`src/rtl/if_prefetch_if.sv`:
```
// Fetch-unit bus bundle: ROM read port, branch redirect and the decode-facing head port.
// The master modport is the prefetch unit; slave is the ROM/core side.
interface if_prefetch_if #(
    parameter int PTR_W = 2
);
    logic             rom_ce_o;
    logic [31:0]      rom_addr_o;
    logic [31:0]      rom_data_i;
    logic             branch_flag_i;
    logic [31:0]      branch_target_i;
    logic             inst_valid_o;
    logic [31:0]      inst_o;
    logic [31:0]      inst_pc_o;
    logic             inst_ready_i;
    logic [PTR_W:0]   fifo_count_o;

    modport master (
        output rom_ce_o, rom_addr_o, inst_valid_o, inst_o, inst_pc_o, fifo_count_o,
        input  rom_data_i, branch_flag_i, branch_target_i, inst_ready_i
    );

    modport slave (
        input  rom_ce_o, rom_addr_o, inst_valid_o, inst_o, inst_pc_o, fifo_count_o,
        output rom_data_i, branch_flag_i, branch_target_i, inst_ready_i
    );
endinterface

```
`src/rtl/if_prefetch.sv`:
```
// Instruction prefetch: owns the fetch PC, reads a same-cycle ROM and queues {pc, inst}
// pairs in a small FIFO so decode stalls do not stall fetch; branch redirects flush it.
module if_prefetch #(
    parameter logic [31:0] RESET_PC = 32'h0000_0000,
    parameter int          DEPTH    = 4,
    parameter int          PTR_W    = 2
) (
    input  logic         clk,
    input  logic         rst,
    if_prefetch_if.master bus
);
    logic [31:0]    fetch_pc;
    logic [PTR_W-1:0] rd_ptr;
    logic [PTR_W-1:0] wr_ptr;
    logic [PTR_W:0] count;
    logic           rom_ce;
    logic [31:0]    mem_pc   [DEPTH];
    logic [31:0]    mem_inst [DEPTH];

    logic full;
    logic pop;
    logic push;

    assign full = (count == (PTR_W+1)'(DEPTH));
    assign pop  = (count != '0) & bus.inst_ready_i;
    // Full FIFO may still accept a push when the head leaves in the same cycle.
    assign push = rom_ce & ~bus.branch_flag_i & (~full | pop);

    always_ff @(posedge clk or negedge rst) begin
        if (!rst) begin
            fetch_pc <= RESET_PC;
            rd_ptr   <= '0;
            wr_ptr   <= '0;
            count    <= '0;
            rom_ce   <= 1'b0;
            for (int i = 0; i < DEPTH; i++) begin
                mem_pc[i]   <= '0;
                mem_inst[i] <= '0;
            end
        end else begin
            rom_ce <= 1'b1;
            if (bus.branch_flag_i) begin
                // Redirect wins: drop queued entries and this cycle's ROM word.
                fetch_pc <= {bus.branch_target_i[31:2], 2'b00};
                rd_ptr   <= '0;
                wr_ptr   <= '0;
                count    <= '0;
            end else begin
                if (push) begin
                    mem_pc[wr_ptr]   <= fetch_pc;
                    mem_inst[wr_ptr] <= bus.rom_data_i;
                    wr_ptr           <= wr_ptr + PTR_W'(1);
                    fetch_pc         <= fetch_pc + 32'd4;
                end
                if (pop) begin
                    rd_ptr <= rd_ptr + PTR_W'(1);
                end
                if (push && !pop) begin
                    count <= count + (PTR_W+1)'(1);
                end else if (pop && !push) begin
                    count <= count - (PTR_W+1)'(1);
                end
            end
        end
    end

    assign bus.rom_ce_o     = rom_ce;
    assign bus.rom_addr_o   = fetch_pc;
    assign bus.inst_valid_o = (count != '0);
    assign bus.inst_o       = mem_inst[rd_ptr];
    assign bus.inst_pc_o    = mem_pc[rd_ptr];
    assign bus.fifo_count_o = count;
endmodule
```
`src/flat_wrapper.sv`:
```
// flat-port wrapper written by rule: the top's interface ports become plain ports
module if_prefetch_flat 
#(
    parameter logic [31:0] RESET_PC = 32'h0000_0000,
    parameter int          DEPTH    = 4,
    parameter int          PTR_W    = 2
)
  (clk, rst, bus_rom_ce_o, bus_rom_addr_o, bus_inst_valid_o, bus_inst_o, bus_inst_pc_o, bus_fifo_count_o, bus_rom_data_i, bus_branch_flag_i, bus_branch_target_i, bus_inst_ready_i);
  if_prefetch_if #(.PTR_W(PTR_W)) bus_i ();
  input  logic clk;
  input  logic rst;
  output wire logic [$bits(bus_i.rom_ce_o)-1:0] bus_rom_ce_o;
  output wire logic [$bits(bus_i.rom_addr_o)-1:0] bus_rom_addr_o;
  output wire logic [$bits(bus_i.inst_valid_o)-1:0] bus_inst_valid_o;
  output wire logic [$bits(bus_i.inst_o)-1:0] bus_inst_o;
  output wire logic [$bits(bus_i.inst_pc_o)-1:0] bus_inst_pc_o;
  output wire logic [$bits(bus_i.fifo_count_o)-1:0] bus_fifo_count_o;
  input wire logic [$bits(bus_i.rom_data_i)-1:0] bus_rom_data_i;
  input wire logic [$bits(bus_i.branch_flag_i)-1:0] bus_branch_flag_i;
  input wire logic [$bits(bus_i.branch_target_i)-1:0] bus_branch_target_i;
  input wire logic [$bits(bus_i.inst_ready_i)-1:0] bus_inst_ready_i;
  assign bus_rom_ce_o = bus_i.rom_ce_o;
  assign bus_rom_addr_o = bus_i.rom_addr_o;
  assign bus_inst_valid_o = bus_i.inst_valid_o;
  assign bus_inst_o = bus_i.inst_o;
  assign bus_inst_pc_o = bus_i.inst_pc_o;
  assign bus_fifo_count_o = bus_i.fifo_count_o;
  assign bus_i.rom_data_i = bus_rom_data_i;
  assign bus_i.branch_flag_i = bus_branch_flag_i;
  assign bus_i.branch_target_i = bus_branch_target_i;
  assign bus_i.inst_ready_i = bus_inst_ready_i;
  if_prefetch #(.RESET_PC(RESET_PC), .DEPTH(DEPTH), .PTR_W(PTR_W)) u_core (.clk(clk), .rst(rst), .bus(bus_i));
endmodule
```
`config.mk`:
```
export PLATFORM = sky130hd
export DESIGN_NAME = if_prefetch_flat
export DESIGN_NICKNAME = d
export VERILOG_FILES = /design/src/rtl/if_prefetch_if.sv /design/src/rtl/if_prefetch.sv /design/src/flat_wrapper.sv
export SDC_FILE = /design/constraint.sdc
export NUM_CORES = 1
export LEC_CHECK = 0
export CORE_ASPECT_RATIO = 1.1
export CORE_MARGIN = 10
export CORE_UTILIZATION = 47
export CTS_CLUSTER_DIAMETER = 30
export DETAILED_ROUTE_END_ITERATION = 12
export GPL_ROUTABILITY_DRIVEN = 1
export GPL_TIMING_DRIVEN = 0
export PLACE_DENSITY = 0.71
export SLEW_MARGIN = 20
export SYNTH_ARGS = -nofsm -noshare
export SYNTH_HDL_FRONTEND = slang
export SYNTH_SLANG_ARGS = --single-unit
```
`constraint.sdc`:
```
create_clock -name clk -period 2.5 [get_ports clk]
set_input_delay 0.625 -clock clk [delete_from_list [all_inputs] [get_ports clk]]
set_output_delay 0.625 -clock clk [all_outputs]
set_load 0.05 [all_outputs]
```
==> Word level (Yosys, flattened, before mapping) <==
Index checks and enable logic that the tools add are counted.
{ "totals": {"romBits": 0, "n_memories": 0, "ram_bits": 0, "word_cells": 59, "register_bits": 296, "latchBits": 0} }
{ "classes": {"bitwise": 8, "n_reduce_logical": 10, "n_mux": 19, "n_eq_ne": 1, "n_lt_le_gt_ge": 3, "shifts": 0, "n_addsub": 5, "div_mod_pow": 0, "mul": 0} }
{ "ops": {"columns": ["operator", "count"], "rows": [
  ["bitwise mux 128 bit", 2],
  ["2-to-1 mux 32 bit", 7],
  ["binary-select mux 32 bit (select 2 bit)", 2],
  ["demux 32 bit (select 2 bit)", 1],
  ["adder 32 x 3 -> 32 bit (second input constant)", 1],
  ["2-to-1 mux 3 bit", 3],
  ["2-to-1 mux 2 bit", 4],
  [">= comparator 3 bit (second input constant)", 2],
  ["NOT 2 -> 3 bit", 2],
  ["nonzero test 3 bit", 2],
  ["adder 2 x 1 -> 2 bit (second input constant)", 2],
  ["nonzero test 2 bit", 2],
  ["adder 3 x 1 -> 3 bit (second input constant)", 1],
  ["bitwise AND 1 bit", 3],
  ["equality test 3 bit (second input constant)", 1],
  ["logical AND 1 bit", 3],
  ["< comparator 3 x 1 -> 1 bit (second input constant)", 1],
  ["subtractor 3 x 1 -> 3 bit (second input constant)", 1],
  ["logical NOT 1 bit", 2],
  ["NOT 1 bit", 2],
  ["AND reduction 2 bit", 1],
  ["OR 1 bit", 1]
]} }

==> Depth between registers and ports, before layout <==
Gate-level depths: netlist (run 1).
{ "depth": {"ltp_word": 9, "ltp_mapped": 8, "mapped_depth_nobuf": 8} }

==> Worst setup path after synthesis (run 1) <==
Ideal clock, no wire load.
{ "synth_path": {"path_type": "register to output", "from": "reg u_core.rd_ptr[0]", "to": "out bus_inst_o[0]", "path_slack_ns": 0.182, "stages_incl_launch_ff": 4, "arrival_ns": 1.693, "n_path_buf": 2, "cell_sequence": "dfrtp_1 > clkbuf_1 > buf_2 > mux4_2"} }
{ "synth_via": {"elab_chain_cells": 4} }
{ "synth_rtl": {"columns": ["item", "line_no", "rtl"], "rows": [
  ["start: declaration", "if_prefetch.sv:13", "logic [PTR_W-1:0] rd_ptr;"],
  ["start signal: assignment", "if_prefetch.sv:56", "rd_ptr <= rd_ptr + PTR_W'(1);"],
  ["NOT 2 -> 3 bit (implied by the code)", "if_prefetch.sv:70", "assign bus.inst_o = mem_inst[rd_ptr];"],
  ["binary-select mux 32 bit (select 2 bit)", "if_prefetch.sv:70", null],
  ["2-to-1 mux 32 bit (implied by the code) (2 in series)", "if_prefetch.sv:70", null],
  ["end: declaration", "flat_wrapper.sv:15", "output wire logic [$bits(bus_i.inst_o)-1:0] bus_inst_o;"]
]} }
No other way between the ends. The select of a mux whose other input is x is not followed.

==> Worst setup path in the final report (run 1) <==
{ "layout_path": {"from": "reg u_core.rd_ptr[0]", "to": "out bus_inst_o[1]"} }
The elaborated chain is that of the path after synthesis.

==> impl_metrics.ini, run 1 <==
[run_status]
status = complete, but fails checks
violations = negative setup slack

[timing]
tightest_slew_ns = 0.6156
worst_slack_ns = -0.1355
relSlewSlack = 0.5896
setup_viol_count_final = 62
fin_crit_ns = 2.635
fin_tns_setup_ns = -4.364
maxSlewViolCount = 0
rsz0062_at_grt = true
finClkSkew_ns = 0.01877
hold_viol = 0
fmax_mhz = 379.4
post-route-period-util = 1.054

[clocking]
clk_pin_slew_ns = 0.05
cts.sinks = 286
cts_made_buffers = 55
htreeDepth = 2
root_buffer = clkbuf_16
insertion_delay_ns = 0.55
clock_path_buffers = 3
cts_tree = done

[critical_path]
reg2reg_depth = 5
arrival_ns = 2.01
slowest_delay_ns = 0.55
crit_path_start_kind = flop
r2r_start = u_core.bus.fifo_count_o[1]$_DFFE_PN0P_
path_cells = buf_12, buf_12, mux4_2, buf_6
cpMostUsedCell = buf_12
cp_slowest_cell = mux4_2
regToRegEndpoint = u_core.mem_pc[52]$_DFFE_PN0P_
rrSetupSlack_ns = 0.16
worstPathRequired_ns = 1.88
crit_path_end_kind = primary output
crit_type = reg -> out
crit_fanout = 10

[detailed_routing]
antenna_left = 0
wl_per_cell_um = 20.50
vias = 7943
routed_wirelength_mm = 30.34
drc_errors = 0
viasPerCell = 5.367
drt-initial-drc-count = 294
first_pass_iters = 4

[min_path]
hp-class = reg -> reg
hp-start = u_core.mem_pc[4]$_DFFE_PN0P_
hold_path_depth = 1
whs_endpoint = u_core.mem_pc[4]$_DFFE_PN0P_

[grt]
grt_pass1_wl_mm = 49.03
globalRouteOverflowTotal = 0
antenna_found_initial = 0
grt_use_total = 0.1797
grt_max_degree = 96
grt_pass1_vias = 8817

[final_layout]
drive_gt1_frac = 0.4626
fin_nets = 1152
final_cell_mix = dfrtp_1, mux2_2, clkdlybuf4s50_1
layout.cells.non_filler = 1480
layout_commonest_cell = dfrtp_1
syn2layout_area_growth_pct = 34.13

[logic_synthesis]
synth-async-reset-ratio = 1.000
synth-warning-count = 0
synth_cells = 844
avgSynthCellArea_um2 = 15.16
synth_ff_type = dfrtp_1
synth_seq_cells = 286
synth-seq-area-share = 0.5595
syn_area_um2 = 12790
synth_cell_types = 40
synth_edf_count = 0

[placement]
dp.cells = 1368
dpl.hpwl_mm = 20.57
portBuffers = 161
place.gp.congestion = 0.7701

[floorplanning]
design.die.area_um2 = 34220
core_um2 = 26880
initial_core_util = 0.4759
rows = 63
die_height_um = 193.0
die_w_um = 177.3
ioPinCount = 169

[run]
maxCapViolCount = 0

[power]
ir_worst_vdd_v = 0.001119
power_density_nw_per_um2 = 1419
power.leakage_uw = 0.007637
-- through the flow --
step | hold WS (ns) | setup slack (ns) | cell area (µm²) | utilization | total power, µW
floorplan | 0.3294 | 0.1822 | 12800 | - | 13600
global placement | 0.4685 | -11.71 | 14860 | 0.5529 | 16300
detailed placement | 0.4755 | -0.8745 | 14950 | 0.5561 | 16450
CTS | 0.4869 | -0.1884 | 16910 | 0.6290 | 24110
global route | 0.4950 | -0.2005 | 17150 | 0.6382 | 25470
finish | 0.4844 | -0.1355 | 17160 | 0.6383 | 24340
-- per-layer routing --
metal	track usage	vias up	share of wire
met3	0.04986	45	0.066
met4	0.04427	0	0.016
met2	0.2959	191	0.48
met1	0.2320	4126	0.44
li1	-	3581	-
met5	0	-	0
-- worst max-delay path by stage --
| stage | endpoint | from | slack, ns | depth (start not counted) |
|---|---|---|---|---|
| finish | bus_inst_o[1] | u_core.rd_ptr[0]$_DFFE_PN0P_ | -0.14 | 4 |
| global route | bus_inst_o[1] | u_core.rd_ptr[0]$_DFFE_PN0P_ | -0.20 | 4 |
| CTS | bus_inst_o[16] | u_core.rd_ptr[0]$_DFFE_PN0P_ | -0.19 | 4 |
| detailed placement | bus_inst_pc_o[30] | u_core.rd_ptr[0]$_DFFE_PN0P_ | -0.87 | 4 |
| global placement | u_core.bus.rom_addr_o[21]$_DFFE_PN0N_ | rst | -11.71 | 1 |
| floorplan | bus_inst_o[0] | u_core.rd_ptr[0]$_DFFE_PN0P_ | 0.18 | 3 |
-- report_power, final --
group / internal (µW) / leakage (µW) / switching (µW)
combinational: 4490 / 0.00312 / 5250
sequential: 6350 / 0.00360 / 906
clock: 4940 / 0.000919 / 2410
total: 15800 / 0.00764 / 8560
-- cells in the mapped netlist (2+ instances only) --
cell      instances  area [µm²]
ha_1              5       62.56
conb_1            2       7.510
nor3_1            2       10.01
nor2_1            9       33.78
nor4_1            3       18.77
nand3_1          13       65.06
and3_1            3       18.77
buf_4             5       37.54
nor2b_1           2       12.51
inv_1             5       18.77
clkbuf_2          2       10.01
xor2_1           22       192.7
nand4_1          11       68.82
mux2_2          227        2556
o21ai_0          28       140.1
nand3b_1          2       15.01
mux2i_1           2       20.02
mux2_1           22       247.7
and2_1            2       12.51
xnor2_1           8       70.07
buf_2            36       180.2
mux4_2           62        1396
dfrtp_1         286        7157
clkbuf_1         17       63.81
and4_1            2       17.52
nand3_2           2       20.02
or4_1             3       22.52
nand2_1          49       183.9
-- repair_timing --
item / CTS / global route
gates cloned: 0 / 1
setup endpoints to repair: 89 / 121
gates resized for setup: 458 / 62
endpoints found under the hold margin: 36 / 0
hold buffers: 1 / 0
pin swaps: 0 / 1
buffers inserted: 3 / 7
-- state kept, by name, summed over array words and instances, names as in the netlist --
register / count
u_core.bus.rom_addr_o: 30
u_core.mem_inst: 128
u_core.rd_ptr: 2
u_core.mem_pc: 120
u_core.bus.fifo_count_o: 3
u_core.bus.rom_ce_o: 1
u_core.wr_ptr: 2
-- worst max-delay path: cells and delay by family, from the launching register on --
family   cells  cell delay [ns]
buf+inv      3             0.50
mux          1             0.55
flops        1             0.39
-- layout make-up --
cell class | count | area, µm²
Clock inverter | 29 | 377.9
Antenna cell | 1 | 2.502
Buffer | 58 | 409.1
Inverter | 5 | 18.77
Fill cell | 2033 | 9723
Tap cell | 357 | 446.7
Timing Repair Buffer | 176 | 1868
Multi-Input combinational cell | 496 | 5344
Sequential cell | 286 | 7159
Clock buffer | 72 | 1530
-- cell families after synthesis --
| group | after synthesis | share of synthesized area |
|---|---|---|
| muxes | 313 | 0.3299 |
| DFF | 286 | 0.5595 |
| and+or+nand+nor | 109 | 0.04509 |
| buffers and inverters | 65 | 0.02426 |
| AOI/OAI and AO/OA | 33 | 0.01360 |
| xor gates and xnor gates | 30 | 0.02054 |
| adders and majority gates | 6 | 0.006456 |
| other | 2 | 0.0005871 |
Power figures use the tool's default switching activity.
==> run 2: changes to the inputs <==
--- a/config.mk
+++ b/config.mk
@@ -7,12 +7,12 @@
 export LEC_CHECK = 0
 export CORE_ASPECT_RATIO = 1.1
 export CORE_MARGIN = 10
-export CORE_UTILIZATION = 47
+export CORE_UTILIZATION = 25
 export CTS_CLUSTER_DIAMETER = 30
 export DETAILED_ROUTE_END_ITERATION = 12
 export GPL_ROUTABILITY_DRIVEN = 1
 export GPL_TIMING_DRIVEN = 0
-export PLACE_DENSITY = 0.71
+export PLACE_DENSITY = 0.43
 export SLEW_MARGIN = 20
 export SYNTH_ARGS = -nofsm -noshare
 export SYNTH_HDL_FRONTEND = slang
==> run 2 against run 1 <==
Compared with the run above:
- the flow still finishes with violations (negative setup slack)
- final cell count up 24%
- clock-buffer cell count up 50
- die area up 77%
- total power up 17%
- critical path depth unchanged
- cell area up 9.5%
- via count up 3.4%
- sequential share of layout area down 3.6 points
- sequential power about the same
- register-to-register slack better by 0.03 ns
- first-iteration DRC count down 29%
- highest routed layer unchanged
==> impl_metrics.ini, run 2 (synthesis results as in run 1) <==
[final_layout]
nFillCells = 4910
seqCellArea_um2 = 7162
multi_input_area_um2 = 5364
final_cell_mix = dfrtp_1, mux2_2, clkbuf_16
fin_nets = 1191
layout_commonest_cell = dfrtp_1
layout.cells.non_filler = 1839
largest_register = u_core.mem_inst
syn2layout_area_growth_pct = 46.89
largest_reg_flops = 128
num_antenna_cells = 0
drive_gt1_frac = 0.4852

[timing]
hold_viol = 0
finClkSkew_ns = 0.02940
fin_tns_setup_ns = -12.41
holdWs_ns = 0.4830
relSlewSlack = 0.5651
fmax_mhz = 363.8
maxSlewViolCount = 0
setup_viol_count_final = 62
tightest_slew_ns = 0.6523
fin_crit_ns = 2.749
post-route-period-util = 1.100
worst_slack_ns = -0.2489
rsz0062_at_grt = true

[detailed_routing]
drc_errors = 0
first_pass_iters = 4
viasPerCell = 4.466
vias = 8213
routed_wirelength_mm = 37.78
drt-initial-drc-count = 210
antenna_left = 0
wl_per_cell_um = 20.54

[floorplanning]
ioPinCount = 169
initial_core_util = 0.2540
rows = 86
die_height_um = 257.2
design.die.area_um2 = 60620
core_um2 = 50360
die_w_um = 235.7

[clocking]
cts.sinks = 286
insertion_delay_ns = 0.61
clock_path_buffers = 3
root_buffer = clkbuf_16
clk_pin_slew_ns = 0.04
cts_tree = done
htreeDepth = 3
cts_made_buffers = 87

[grt]
grt_use_total = 0.1242
globalRouteOverflowTotal = 0
grt_max_degree = 90
grt_pass1_wl_mm = 58.28
grt_pass1_vias = 9196
antenna_found_initial = 0

[run]
maxCapViolCount = 0

[placement]
dp.cells = 1671
dpl.hpwl_mm = 24.93
pre_cts_ws_ns = -1.152
place.gp.congestion = 0.6988
portBuffers = 161

[min_path]
hold_path_depth = 1
hp-start = u_core.mem_pc[104]$_DFFE_PN0P_
hp-class = reg -> reg
whs_endpoint = u_core.mem_pc[104]$_DFFE_PN0P_

[power]
power.leakage_uw = 0.008264
power_uw = 28370
power_density_nw_per_um2 = 1510
ir_worst_vdd_v = 0.0009965

[critical_path]
cpMostUsedCell = buf_12
reg2reg_depth = 5
arrival_ns = 2.12
worstPathRequired_ns = 1.88
r2r_start = u_core.bus.fifo_count_o[1]$_DFFE_PN0P_
crit_fanout = 7
crit_path_start_kind = flop
regToRegEndpoint = u_core.mem_pc[8]$_DFFE_PN0P_
path_cells = buf_12, buf_12, mux4_2, buf_6
cp_slowest_cell = mux4_2
crit_path_end_kind = primary output
crit_type = reg -> out
slowest_delay_ns = 0.56
rrSetupSlack_ns = 0.19

[run_status]
status = complete, but fails checks
violations = negative setup slack
-- run 2: cell types whose count changed in the layout (fill, tap and decap cells not counted), moves of 4 or more --
cell / change
bufinv_16: +4
buf_6: -7
clkbuf_8: +12
buf_2: -4
clkinv_2: +6
clkinv_4: -4
clkinvlp_4: -6
clkbuf_1: +8
clkbuf_16: +34
buf_8: +4
buf_4: +4
-- run 2: worst max-delay path by stage --
stage | end | startpoint | slack [ns]
floorplan | bus_inst_o[0] | u_core.rd_ptr[0]$_DFFE_PN0P_ | 0.18
global placement | u_core.bus.rom_addr_o[19]$_DFFE_PN0N_ | rst | -12.70
detailed placement | bus_inst_pc_o[14] | u_core.rd_ptr[0]$_DFFE_PN0P_ | -1.15
CTS | bus_inst_o[30] | u_core.rd_ptr[0]$_DFFE_PN0P_ | -0.30
global route | bus_inst_o[30] | u_core.rd_ptr[0]$_DFFE_PN0P_ | -0.31
finish | bus_inst_o[30] | u_core.rd_ptr[0]$_DFFE_PN0P_ | -0.25
-- run 2: power breakdown --
| part | internal [µW] | switching (µW) | total (µW) |
|---|---|---|---|
| Sequential | 6360 | 902 | 7260 |
| Clock | 7890 | 3110 | 11000 |
| Combinational | 4670 | 5440 | 10100 |
| Total | 18900 | 9460 | 28400 |
-- run 2: through the flow --
step	instance area, µm²	utilization
2_1_floorplan	12800	-
3_3_place_gp	15240	0.3026
3_5_place_dp	15330	0.3044
4_1_cts	18540	0.3681
5_1_grt	18790	0.3731
6_report	18790	0.3731
-- run 2: final cells by class --
class	count	area share
clock inverters	29	0.02610
plain buffers	58	0.02297
inverters	5	0.0009989
clock buffers	122	0.1330
well taps	660	0.04395
flip-flops and latches	286	0.3812
multi-input cells	496	0.2855
repair buffers	183	0.1063
-- run 2: critical path, delay by kind of cell, from the launching register on --
kind	cells	cell delay [ns]
muxes	1	0.56
buffers and inverters	3	0.49
DFF	1	0.45
-- run 2: timing repair --
item                       4_1_cts  5_1_grt
hold endpoints to repair        48        0
resized for setup              486       49
cloned                           1        3
pin swaps                        1        0
hold buffers                     1        0
setup endpoints to repair      153      243
setup buffers                    8        6
-- run 2: routing by layer --
layer | GRT usage | part of all wire | up-vias
li1 | - | - | 3681
met1 | 0.1499 | 0.43 | 4266
met2 | 0.2019 | 0.48 | 215
met3 | 0.04231 | 0.064 | 51
met4 | 0.04543 | 0.019 | 0
met5 | 0 | 0 | -
